--- src/rtl/bm_sqrt_if.sv ---
// Handshake bundle for the Box-Muller square-root stage: log-stage sample in, radius term out.
interface bm_sqrt_if;
   logic               in_valid;
   logic               in_ready;
   logic signed [30:0] e_in;
   logic               out_valid;
   logic               out_ready;
   logic [19:0]        f;
   logic               clamp;

   modport master (
      output in_valid, e_in, out_ready,
      input  in_ready, out_valid, f, clamp
   );

   modport slave (
      input  in_valid, e_in, out_ready,
      output in_ready, out_valid, f, clamp
   );
endinterface

--- src/rtl/bm_sqrt.sv ---
// Box-Muller radius stage: f = sqrt(-2*e) by restoring digit-by-digit square root, one bit per cycle.
// Define BM_SQRT_ROUND_EN to compute one extra root bit and round half-up to 16 fractional bits.
//
// state | meaning
// IDLE  | in_ready high, waiting for a sample
// CALC  | one root bit per edge, MSB first
// DONE  | out_valid high, holding f/clamp until out_ready
module bm_sqrt (
   input  logic     clk,
   input  logic     rst_n,
   bm_sqrt_if.slave sif
);

   typedef enum logic [1:0] {IDLE, CALC, DONE} state_t;

`ifdef BM_SQRT_ROUND_EN
   localparam int N = 21;
`else
   localparam int N = 20;
`endif
   localparam int RAD_W = 2 * N;
   localparam logic [4:0] LAST = 5'(N - 1);

   state_t           state;
   logic             in_ready_q;
   logic             out_valid_q;
   logic [19:0]      f_q;
   logic             clamp_q;
   logic             clamp_int;
   logic [RAD_W-1:0] rad;
   logic [21:0]      rem;
   logic [N-1:0]     root;
   logic [4:0]       cnt;

   logic             is_pos;
   logic [31:0]      x;
   logic [23:0]      rem_sh;
   logic [24:0]      trial;
   logic [24:0]      rem_sel;
   logic [21:0]      rem_nxt;
   logic [N-1:0]     root_nxt;
   logic [19:0]      f_calc;
   logic             unused_bits;

   // Positive log values are impossible from a valid uniform sample; clamp them to zero.
   assign is_pos = !sif.e_in[30] && (sif.e_in != 31'sd0);
   assign x      = 32'd0 - {sif.e_in, 1'b0};

   assign rem_sh   = {rem, rad[RAD_W-1 -: 2]};
   assign trial    = {1'b0, rem_sh} - 25'({root, 2'b01});
   assign rem_sel  = trial[24] ? {1'b0, rem_sh} : trial;
   assign rem_nxt  = rem_sel[21:0];
   assign root_nxt = {root[N-2:0], ~trial[24]};
   // Remainder never exceeds 2*root, so the top bits of the wide trial are always zero.
   assign unused_bits = ^rem_sel[24:22];

`ifdef BM_SQRT_ROUND_EN
   logic [20:0] f_sum;
   assign f_sum  = {1'b0, root_nxt[20:1]} + 21'(root_nxt[0]);
   assign f_calc = f_sum[20] ? 20'hFFFFF : f_sum[19:0];
`else
   assign f_calc = root_nxt;
`endif

   always_ff @(posedge clk or negedge rst_n) begin
      if (!rst_n) begin
         state       <= IDLE;
         in_ready_q  <= 1'b1;
         out_valid_q <= 1'b0;
         f_q         <= '0;
         clamp_q     <= 1'b0;
         clamp_int   <= 1'b0;
         rad         <= '0;
         rem         <= '0;
         root        <= '0;
         cnt         <= '0;
      end else begin
         case (state)
            IDLE: begin
               if (sif.in_valid) begin
                  rad        <= {(is_pos ? 32'd0 : x), {(RAD_W-32){1'b0}}};
                  rem        <= '0;
                  root       <= '0;
                  cnt        <= '0;
                  clamp_int  <= is_pos;
                  in_ready_q <= 1'b0;
                  state      <= CALC;
               end
            end
            CALC: begin
               rad  <= {rad[RAD_W-3:0], 2'b00};
               rem  <= rem_nxt;
               root <= root_nxt;
               cnt  <= cnt + 5'd1;
               if (cnt == LAST) begin
                  f_q         <= f_calc;
                  clamp_q     <= clamp_int;
                  out_valid_q <= 1'b1;
                  state       <= DONE;
               end
            end
            DONE: begin
               if (sif.out_ready) begin
                  out_valid_q <= 1'b0;
                  in_ready_q  <= 1'b1;
                  state       <= IDLE;
               end
            end
            default: state <= IDLE;
         endcase
      end
   end

   assign sif.in_ready  = in_ready_q;
   assign sif.out_valid = out_valid_q;
   assign sif.f         = f_q;
   assign sif.clamp     = clamp_q;

endmodule

--- src/flat_wrapper.sv ---
// flat-port wrapper written by rule: the top's interface ports become plain ports
module bm_sqrt_flat 
  (clk, rst_n, sif_in_valid, sif_e_in, sif_out_ready, sif_in_ready, sif_out_valid, sif_f, sif_clamp);
  bm_sqrt_if sif_i ();
  input  logic clk;
  input  logic rst_n;
  input wire logic [$bits(sif_i.in_valid)-1:0] sif_in_valid;
  input wire logic [$bits(sif_i.e_in)-1:0] sif_e_in;
  input wire logic [$bits(sif_i.out_ready)-1:0] sif_out_ready;
  output wire logic [$bits(sif_i.in_ready)-1:0] sif_in_ready;
  output wire logic [$bits(sif_i.out_valid)-1:0] sif_out_valid;
  output wire logic [$bits(sif_i.f)-1:0] sif_f;
  output wire logic [$bits(sif_i.clamp)-1:0] sif_clamp;
  assign sif_i.in_valid = sif_in_valid;
  assign sif_i.e_in = sif_e_in;
  assign sif_i.out_ready = sif_out_ready;
  assign sif_in_ready = sif_i.in_ready;
  assign sif_out_valid = sif_i.out_valid;
  assign sif_f = sif_i.f;
  assign sif_clamp = sif_i.clamp;
  bm_sqrt u_core (.clk(clk), .rst_n(rst_n), .sif(sif_i));
endmodule
--- config.mk ---
export PLATFORM = sky130hd
export DESIGN_NAME = bm_sqrt_flat
export DESIGN_NICKNAME = d
export VERILOG_FILES = /design/src/rtl/bm_sqrt_if.sv /design/src/rtl/bm_sqrt.sv /design/src/flat_wrapper.sv
export SDC_FILE = /design/constraint.sdc
export NUM_CORES = 1
export LEC_CHECK = 0
export CORE_MARGIN = 2
export CORE_UTILIZATION = 58
export CTS_CLUSTER_SIZE = 16
export DETAILED_ROUTE_END_ITERATION = 10
export HOLD_SLACK_MARGIN = 0.06
export MAX_ROUTING_LAYER = met4
export PLACE_DENSITY = 0.81
export SYNTH_ARGS = -nofsm -noshare
export SYNTH_HDL_FRONTEND = slang
export SYNTH_SLANG_ARGS = --single-unit
--- constraint.sdc ---
create_clock -name clk -period 3.38 [get_ports clk]
set_input_delay 0.845 -clock clk [delete_from_list [all_inputs] [get_ports clk]]
set_output_delay 0.845 -clock clk [all_outputs]
set_load 0.005 [all_outputs]
==> results of run 1 <==
==> metal layers <==
layer	track usage (%)	share of wire, %	vias up
met2	41.7	49	144
met3	2.72	4.7	26
met5	-	0	-
li1	-	-	2475
met1	34.1	44	2428
met4	9.87	1.9	0
==> synth_stat cells, types with 3 or more instances <==
| library cell | n | area share, % |
|---|---|---|
| nand2b_1 | 5 | 0.52 |
| o21ai_0 | 78 | 6.5 |
| dfrtp_1 | 103 | 43 |
| nand2_1 | 45 | 2.8 |
| ha_1 | 23 | 4.8 |
| o211ai_1 | 3 | 0.38 |
| nor3_1 | 17 | 1.4 |
| nand3_1 | 39 | 3.3 |
| a21oi_1 | 39 | 3.3 |
| o31ai_1 | 5 | 0.63 |
| nor4_1 | 6 | 0.63 |
| a22oi_1 | 6 | 0.75 |
| o21a_1 | 5 | 0.63 |
| and3_1 | 13 | 1.4 |
| a21o_1 | 11 | 1.4 |
| nor2b_1 | 3 | 0.31 |
| inv_1 | 30 | 1.9 |
| xnor2_1 | 20 | 2.9 |
| or3_1 | 7 | 0.73 |
| clkbuf_1 | 36 | 2.3 |
| a221o_1 | 5 | 0.84 |
| nor2_1 | 47 | 3.0 |
| a211oi_1 | 3 | 0.38 |
| nand4_1 | 6 | 0.63 |
| xor2_1 | 25 | 3.7 |
| nand4b_1 | 3 | 0.44 |
| o22ai_1 | 16 | 1.7 |
| mux2i_1 | 14 | 2.3 |
==> state kept, by name (all words and copies together) (netlist names) <==
| register | count |
|---|---|
| u_core.sif.f | 20 |
| u_core.state | 2 |
| u_core.sif.out_valid | 1 |
| u_core.clamp_int | 1 |
| u_core.rad | 31 |
| u_core.root | 20 |
| u_core.rem | 22 |
| u_core.sif.in_ready | 1 |
| u_core.cnt | 5 |
| u_core.sif.clamp | 1 |
==> cell type report <==
| class | count | area [µm²] |
|---|---|---|
| fill | 821 | 3140 |
| multi-input combinational | 484 | 3110 |
| sequential | 104 | 2600 |
| timing repair buffer | 87 | 818 |
| tap | 136 | 170 |
| clock buffer | 10 | 138 |
| inverter | 30 | 113 |
| clock inverter | 6 | 90.1 |
==> worst min-delay path by stage <==
stage | start | end | slack, ps | cells after the start
after global placement | u_core.sif.f[7] | u_core.sif.f[7] | 460 | 2
after global routing | rst_n | u_core.root[1] | 510 | 1
after CTS | rst_n | u_core.rem[11] | 470 | 1
final | rst_n | u_core.rem[11] | 470 | 1
after floorplan | u_core.root[0] | u_core.root[0] | 450 | 1
after detailed placement | u_core.sif.f[7] | u_core.sif.f[7] | 470 | 2
==> power breakdown <==
part	switching, mW	leakage (nW)	total (mW)	internal, mW
clock	0.442	0.113	0.883	0.441
sequential	0.344	1.30	2.16	1.82
combinational	2.44	1.65	4.41	1.97
==> per-stage QoR <==
stage	setup slack, ps	hold slack, ps
2_1_floorplan	261	450
3_3_place_gp	-123	460
3_5_place_dp	-307	469
4_1_cts	108	470
5_1_grt	-4.74	506
6_report	165	466
==> logic make-up (layout without fill, tap and decap cells) <==
group / Yosys count / in the layout / synth area share, %
compound gates: 193 / 193 / 19.6
buf+inv: 71 / 133 / 4.75
mux: 15 / 15 / 2.53
fa+ha+maj: 23 / 23 / 4.82
flops: 104 / 104 / 43.6
xor+xnor: 45 / 45 / 6.60
simple gates: 208 / 208 / 18.2
==> run_results.csv, run 1 <==
group,metric,value,unit
detailed_routing,vias,5073,
cts,cts_sinks,104,
cts,clk_pin_slew_worst_paths,100,ps
status,status,"finished clean",
synthesis,synth_edf_count,0,
job,drv_cap,0,
cts,numCtsBuffers,9,
hold_path,hold_path_class,"primary input to asynchronous set/reset pin",
final_layout,stdcell_count,857,
sta,finalHoldViolations,0,
sta,finClkSkew,12.1,ps
placed_design,io_buffers,57,
worst_setup_path,slowest_stage,"or3b_2",
grt,antenna_found_initial,0,
pwr,finalPower,7.46,mW
sta,fmax,311,MHz
detailed_routing,drc,0,
sta,worst_pin_slew,809,ps
worst_setup_path,cp_max_fo,10,
worst_setup_path,cp_cell_sequence,"clkdlybuf4s50_1 > inv_1 > ha_1 > or3b_2 > nor4_4 > nand4b_1 > or3_4 > nor3_4 > o21ai_2 > buf_4 > o21ai_0",
floorplan,start_util,58.7,%
synthesis,yosys_register_bits,104,
worst_setup_path,cp.arrival,3510,ps
synthesis,syn-num-nets,717,
worst_setup_path,rrSetupSlack,350,ps
worst_setup_path,crit_start,"sif_e_in[0]",
sta,finalSetupViolCount,0,
worst_setup_path,crit_required,3670,ps
worst_setup_path,r2r-end,"u_core.rem[21]",
worst_setup_path,path_buf_inv,3,
worst_setup_path,path_delay_family,"simple AND/OR/NAND/NOR gates",
cts,cts_hold_buf,0,
pwr,ir_drop,373,µV
worst_setup_path,cp.depth,11,
pwr,p_leak,3.06,nW
final_layout,nets,774,
grt,grt_max_degree,60,
final_layout,final_cell_mix,"dfrtp_1 (103), o21ai_0 (78), clkdlybuf4s50_1 (56)",
worst_setup_path,cp_slowest_stage_delay,490,ps
synthesis,yosys_most_used_dff,"dfrtp_1",
sta,tns,0,ps
cts,cts_buffer_depth,2,
floorplan,chipWidth,106,µm
pwr,power_density,1060,nW/µm²
detailed_routing,drt_iter0_drc,256,
sta,slew_viol_final,0,
worst_setup_path,cp-endpoint,"u_core.rad[11]",
grt,grt_pass1_vias,4840,
final_layout,area_growth,17.8,%
synthesis,synthesis.area,5980,µm²
grt,grt_overflow,0,
sta,finalCritPeriodShare,95.1,%
detailed_routing,wirelength,13.2,mm
placed_design,place_inst,841,
final_layout,final_area,7040,µm²
synthesis,syn_area_per_cell,9.07,µm²
final_layout,drive_above_1_share,9.02,%
placed_design,hpwl,9.74,mm
floorplan,dieArea,11100,µm²
worst_setup_path,endpoint_kind,"register",
cts,insertion_delay,380,ps
detailed_routing,wl_per_cell,15.4,µm
worst_setup_path,reg2reg_from,"u_core.rem[1]",
final_layout,diodes,0,
worst_setup_path,critPathLaunchType,"primary input",
cts,postCtsResizedCells,0,
synthesis,synthArstFlopShare,100,%
grt,grtUsageTotal,25.9,%
cts,clock-root-buffer,"clkbuf_8",
floorplan,rows,37,
worst_setup_path,critPathKind,"primary input to register",
placed_design,dpl_cell_area,6800,µm²
detailed_routing,firstDrtPassIters,5,
sta,relSlewSlack,46.1,%
final_layout,utilization,69.1,%
placed_design,gp_congestion,0.972,
grt,grt_pass1_wl,22.8,mm
floorplan,core,10200,µm²
cts,postCtsSetupRepairBufs,0,
synthesis,syn_inst,659,
cts,cts_tree,"yes",
synthesis,ys_warn_count,0,
final_layout,layout_commonest_cell,"dfrtp_1",
detailed_routing,ant_nets,0,
detailed_routing,vias_per_cell,5.92,
floorplan,die_h,106,µm
floorplan,ioPinCount,58,
worst_setup_path,reg2reg_depth,9,
sta,period_needed,3210,ps
synthesis,yosys.cell_types.count,62,
synthesis,ys_seq_area_share,43.6,%
cts,cts_max_level,3,
Note: power is estimated with default switching activity, not from simulation.
==> run 2, diff against run 1 <==
--- a/config.mk
+++ b/config.mk
@@ -9,6 +9,7 @@
 export CORE_UTILIZATION = 58
 export CTS_CLUSTER_SIZE = 16
 export DETAILED_ROUTE_END_ITERATION = 10
+export GPL_ROUTABILITY_DRIVEN = 0
 export HOLD_SLACK_MARGIN = 0.06
 export MAX_ROUTING_LAYER = met4
 export PLACE_DENSITY = 0.81
==> run 2 against run 1 <==
Compared with the run above:
- count of clock-buffer cells in the layout up 2
- register-to-register slack better by 40 ps
- fmax up 0.12%
- sequential power about the same
- sequential share of layout area up 0.32 points
- flip-flop and latch count unchanged
- highest routed layer unchanged
- largest power group unchanged
- core utilization down 0.60 points
- via count up 0.51%
- global-route usage down 0.21 points
- setup slack better by 3.8 ps
==> run_results.csv, run 2 (synthesis gave the netlist of run 1 again) <==
group,metric,value,unit
cts,insertion_delay,380,ps
cts,clk_pin_slew_worst_paths,100,ps
final_layout,largest_register_ffs,31,
detailed_routing,ant_nets,0,
cts,cts_hold_buf,0,
placed_design,io_buffers,57,
worst_setup_path,cp.arrival,3510,ps
detailed_routing,drt_iter0_drc,275,
final_layout,area_growth,16.8,%
worst_setup_path,cp_slowest_stage_delay,480,ps
final_layout,ff_latch_area,2600,µm²
detailed_routing,wirelength,13.3,mm
sta,finalHoldViolations,0,
detailed_routing,wl_per_cell,15.5,µm
placed_design,pre_cts_ws,-231,ps
cts,cts_sinks,104,
status,status,"finished clean",
grt,grt_pass1_wl,22.7,mm
final_layout,multiInputGateArea,3100,µm²
worst_setup_path,reg2reg_from,"u_core.rem[6]",
final_layout,reg_top3,"u_core.rad x31, u_core.rem x22",
sta,slew_viol_final,0,
final_layout,nets,774,
sta,finalSetupViolCount,0,
sta,rsz0062_at_grt,"no",
grt,grt_pass1_vias,4939,
worst_setup_path,r2r-end,"u_core.rem[21]",
pwr,p_leak,3.03,nW
cts,clock-root-buffer,"clkbuf_8",
worst_setup_path,path_delay_family,"simple AND/OR/NAND/NOR gates",
cts,numCtsBuffers,9,
grt,grtUsageTotal,25.7,%
floorplan,core,10200,µm²
job,drv_cap,0,
worst_setup_path,endpoint_kind,"register",
floorplan,chipWidth,106,µm
final_layout,diodes,0,
sta,fmax,311,MHz
sta,period_needed,3210,ps
worst_setup_path,path_buf_inv,3,
detailed_routing,vias_per_cell,5.95,
cts,cts_tree,"yes",
worst_setup_path,cp_max_fo,19,
sta,finClkSkew,11.6,ps
grt,antenna_found_initial,0,
pwr,power_density,1050,nW/µm²
placed_design,hpwl,9.68,mm
placed_design,dpl_cell_area,6800,µm²
sta,worst_pin_slew,867,ps
sta,setup_ws,169,ps
hold_path,hold_path_class,"primary input to asynchronous set/reset pin",
final_layout,stdcell_count,857,
worst_setup_path,critPathLaunchType,"primary input",
final_layout,regMostFlops,"u_core.rad",
floorplan,ioPinCount,58,
detailed_routing,firstDrtPassIters,4,
cts,cts_max_level,3,
cts,cts_buffer_depth,2,
placed_design,place_inst,841,
pwr,ir_drop,410,µV
final_layout,final_area,6980,µm²
sta,relSlewSlack,42.2,%
detailed_routing,drc,0,
cts,postCtsResizedCells,0,
worst_setup_path,cp_cell_sequence,"clkdlybuf4s50_1 > inv_1 > ha_1 > or3b_2 > nor4_2 > nand4b_1 > or3_4 > nor3_4 > o21ai_2 > buf_12 > o21ai_0",
final_layout,drive_above_1_share,8.74,%
worst_setup_path,rrSetupSlack,390,ps
detailed_routing,vias,5099,
floorplan,rows,37,
worst_setup_path,critPathKind,"primary input to register",
grt,grt_overflow,0,
worst_setup_path,crit_required,3670,ps
worst_setup_path,reg2reg_depth,9,
floorplan,dieArea,11100,µm²
cts,postCtsSetupRepairBufs,0,
floorplan,die_h,106,µm
sta,timing.hold.ws,483,ps
final_layout,utilization,68.5,%
final_layout,layout_commonest_cell,"dfrtp_1",
floorplan,start_util,58.7,%
worst_setup_path,slowest_stage,"or3b_2",
final_layout,final_cell_mix,"dfrtp_1 (103), o21ai_0 (78), clkdlybuf4s50_1 (56)",
sta,finalCritPeriodShare,95.0,%
final_layout,fillCellCount,819,
grt,grt_max_degree,56,
-- run 2: layout make-up --
type,count,share of cell area (%)
multi-input cells,484,44.4
flip-flops and latches,104,37.3
repair buffers,87,11.7
well taps,136,2.44
clock buffers,12,2.08
inverters,30,1.61
clock inverters,4,0.430
-- run 2: how the worst max path moves through the flow --
stage / start / end / slack (ps) / cells after the start
3_5_place_dp: sif_e_in[0] / u_core.rad[31] / -230 / 11
4_1_cts: sif_e_in[0] / u_core.rad[31] / 170 / 11
5_1_grt: sif_e_in[0] / u_core.rad[35] / 20 / 11
2_1_floorplan: sif_e_in[0] / u_core.rad[28] / 260 / 11
3_3_place_gp: sif_e_in[0] / u_core.rad[28] / -130 / 11
6_report: sif_e_in[0] / u_core.rad[35] / 170 / 11
-- run 2: report_power, final --
group / internal [mW] / total (mW) / switching, mW
clock: 0.292 / 0.720 / 0.428
combinational: 1.97 / 4.42 / 2.45
sequential: 1.82 / 2.16 / 0.347
-- run 2: metrics by stage --
stage          setup TNS (ps)  total power [mW]
6_report                    0              7.31
5_1_grt                     0              7.93
4_1_cts                     0              7.28
3_5_place_dp            -5650              6.55
3_3_place_gp            -3690              6.32
2_1_floorplan               0              5.38
-- run 2: worst register-to-register path: stages (launching register included) --
cell and delay [ps]:
dfrtp_1 430, ha_1 440, a211oi_1 140, nor3b_1 300, a311oi_1 100, buf_4 170, o31ai_1 570, o221ai_1 270
xnor2_1 180, a221o_1 290
-- run 2: metal layers --
| layer | wire length (µm) | GRT usage [%] | vias up |
|---|---|---|---|
| li1 | - | - | 2479 |
| met3 | 717 | 3.34 | 26 |
| met2 | 6560 | 42.0 | 167 |
| met5 | 0 | - | - |
| met1 | 5770 | 33.0 | 2427 |
| met4 | 257 | 9.59 | 0 |
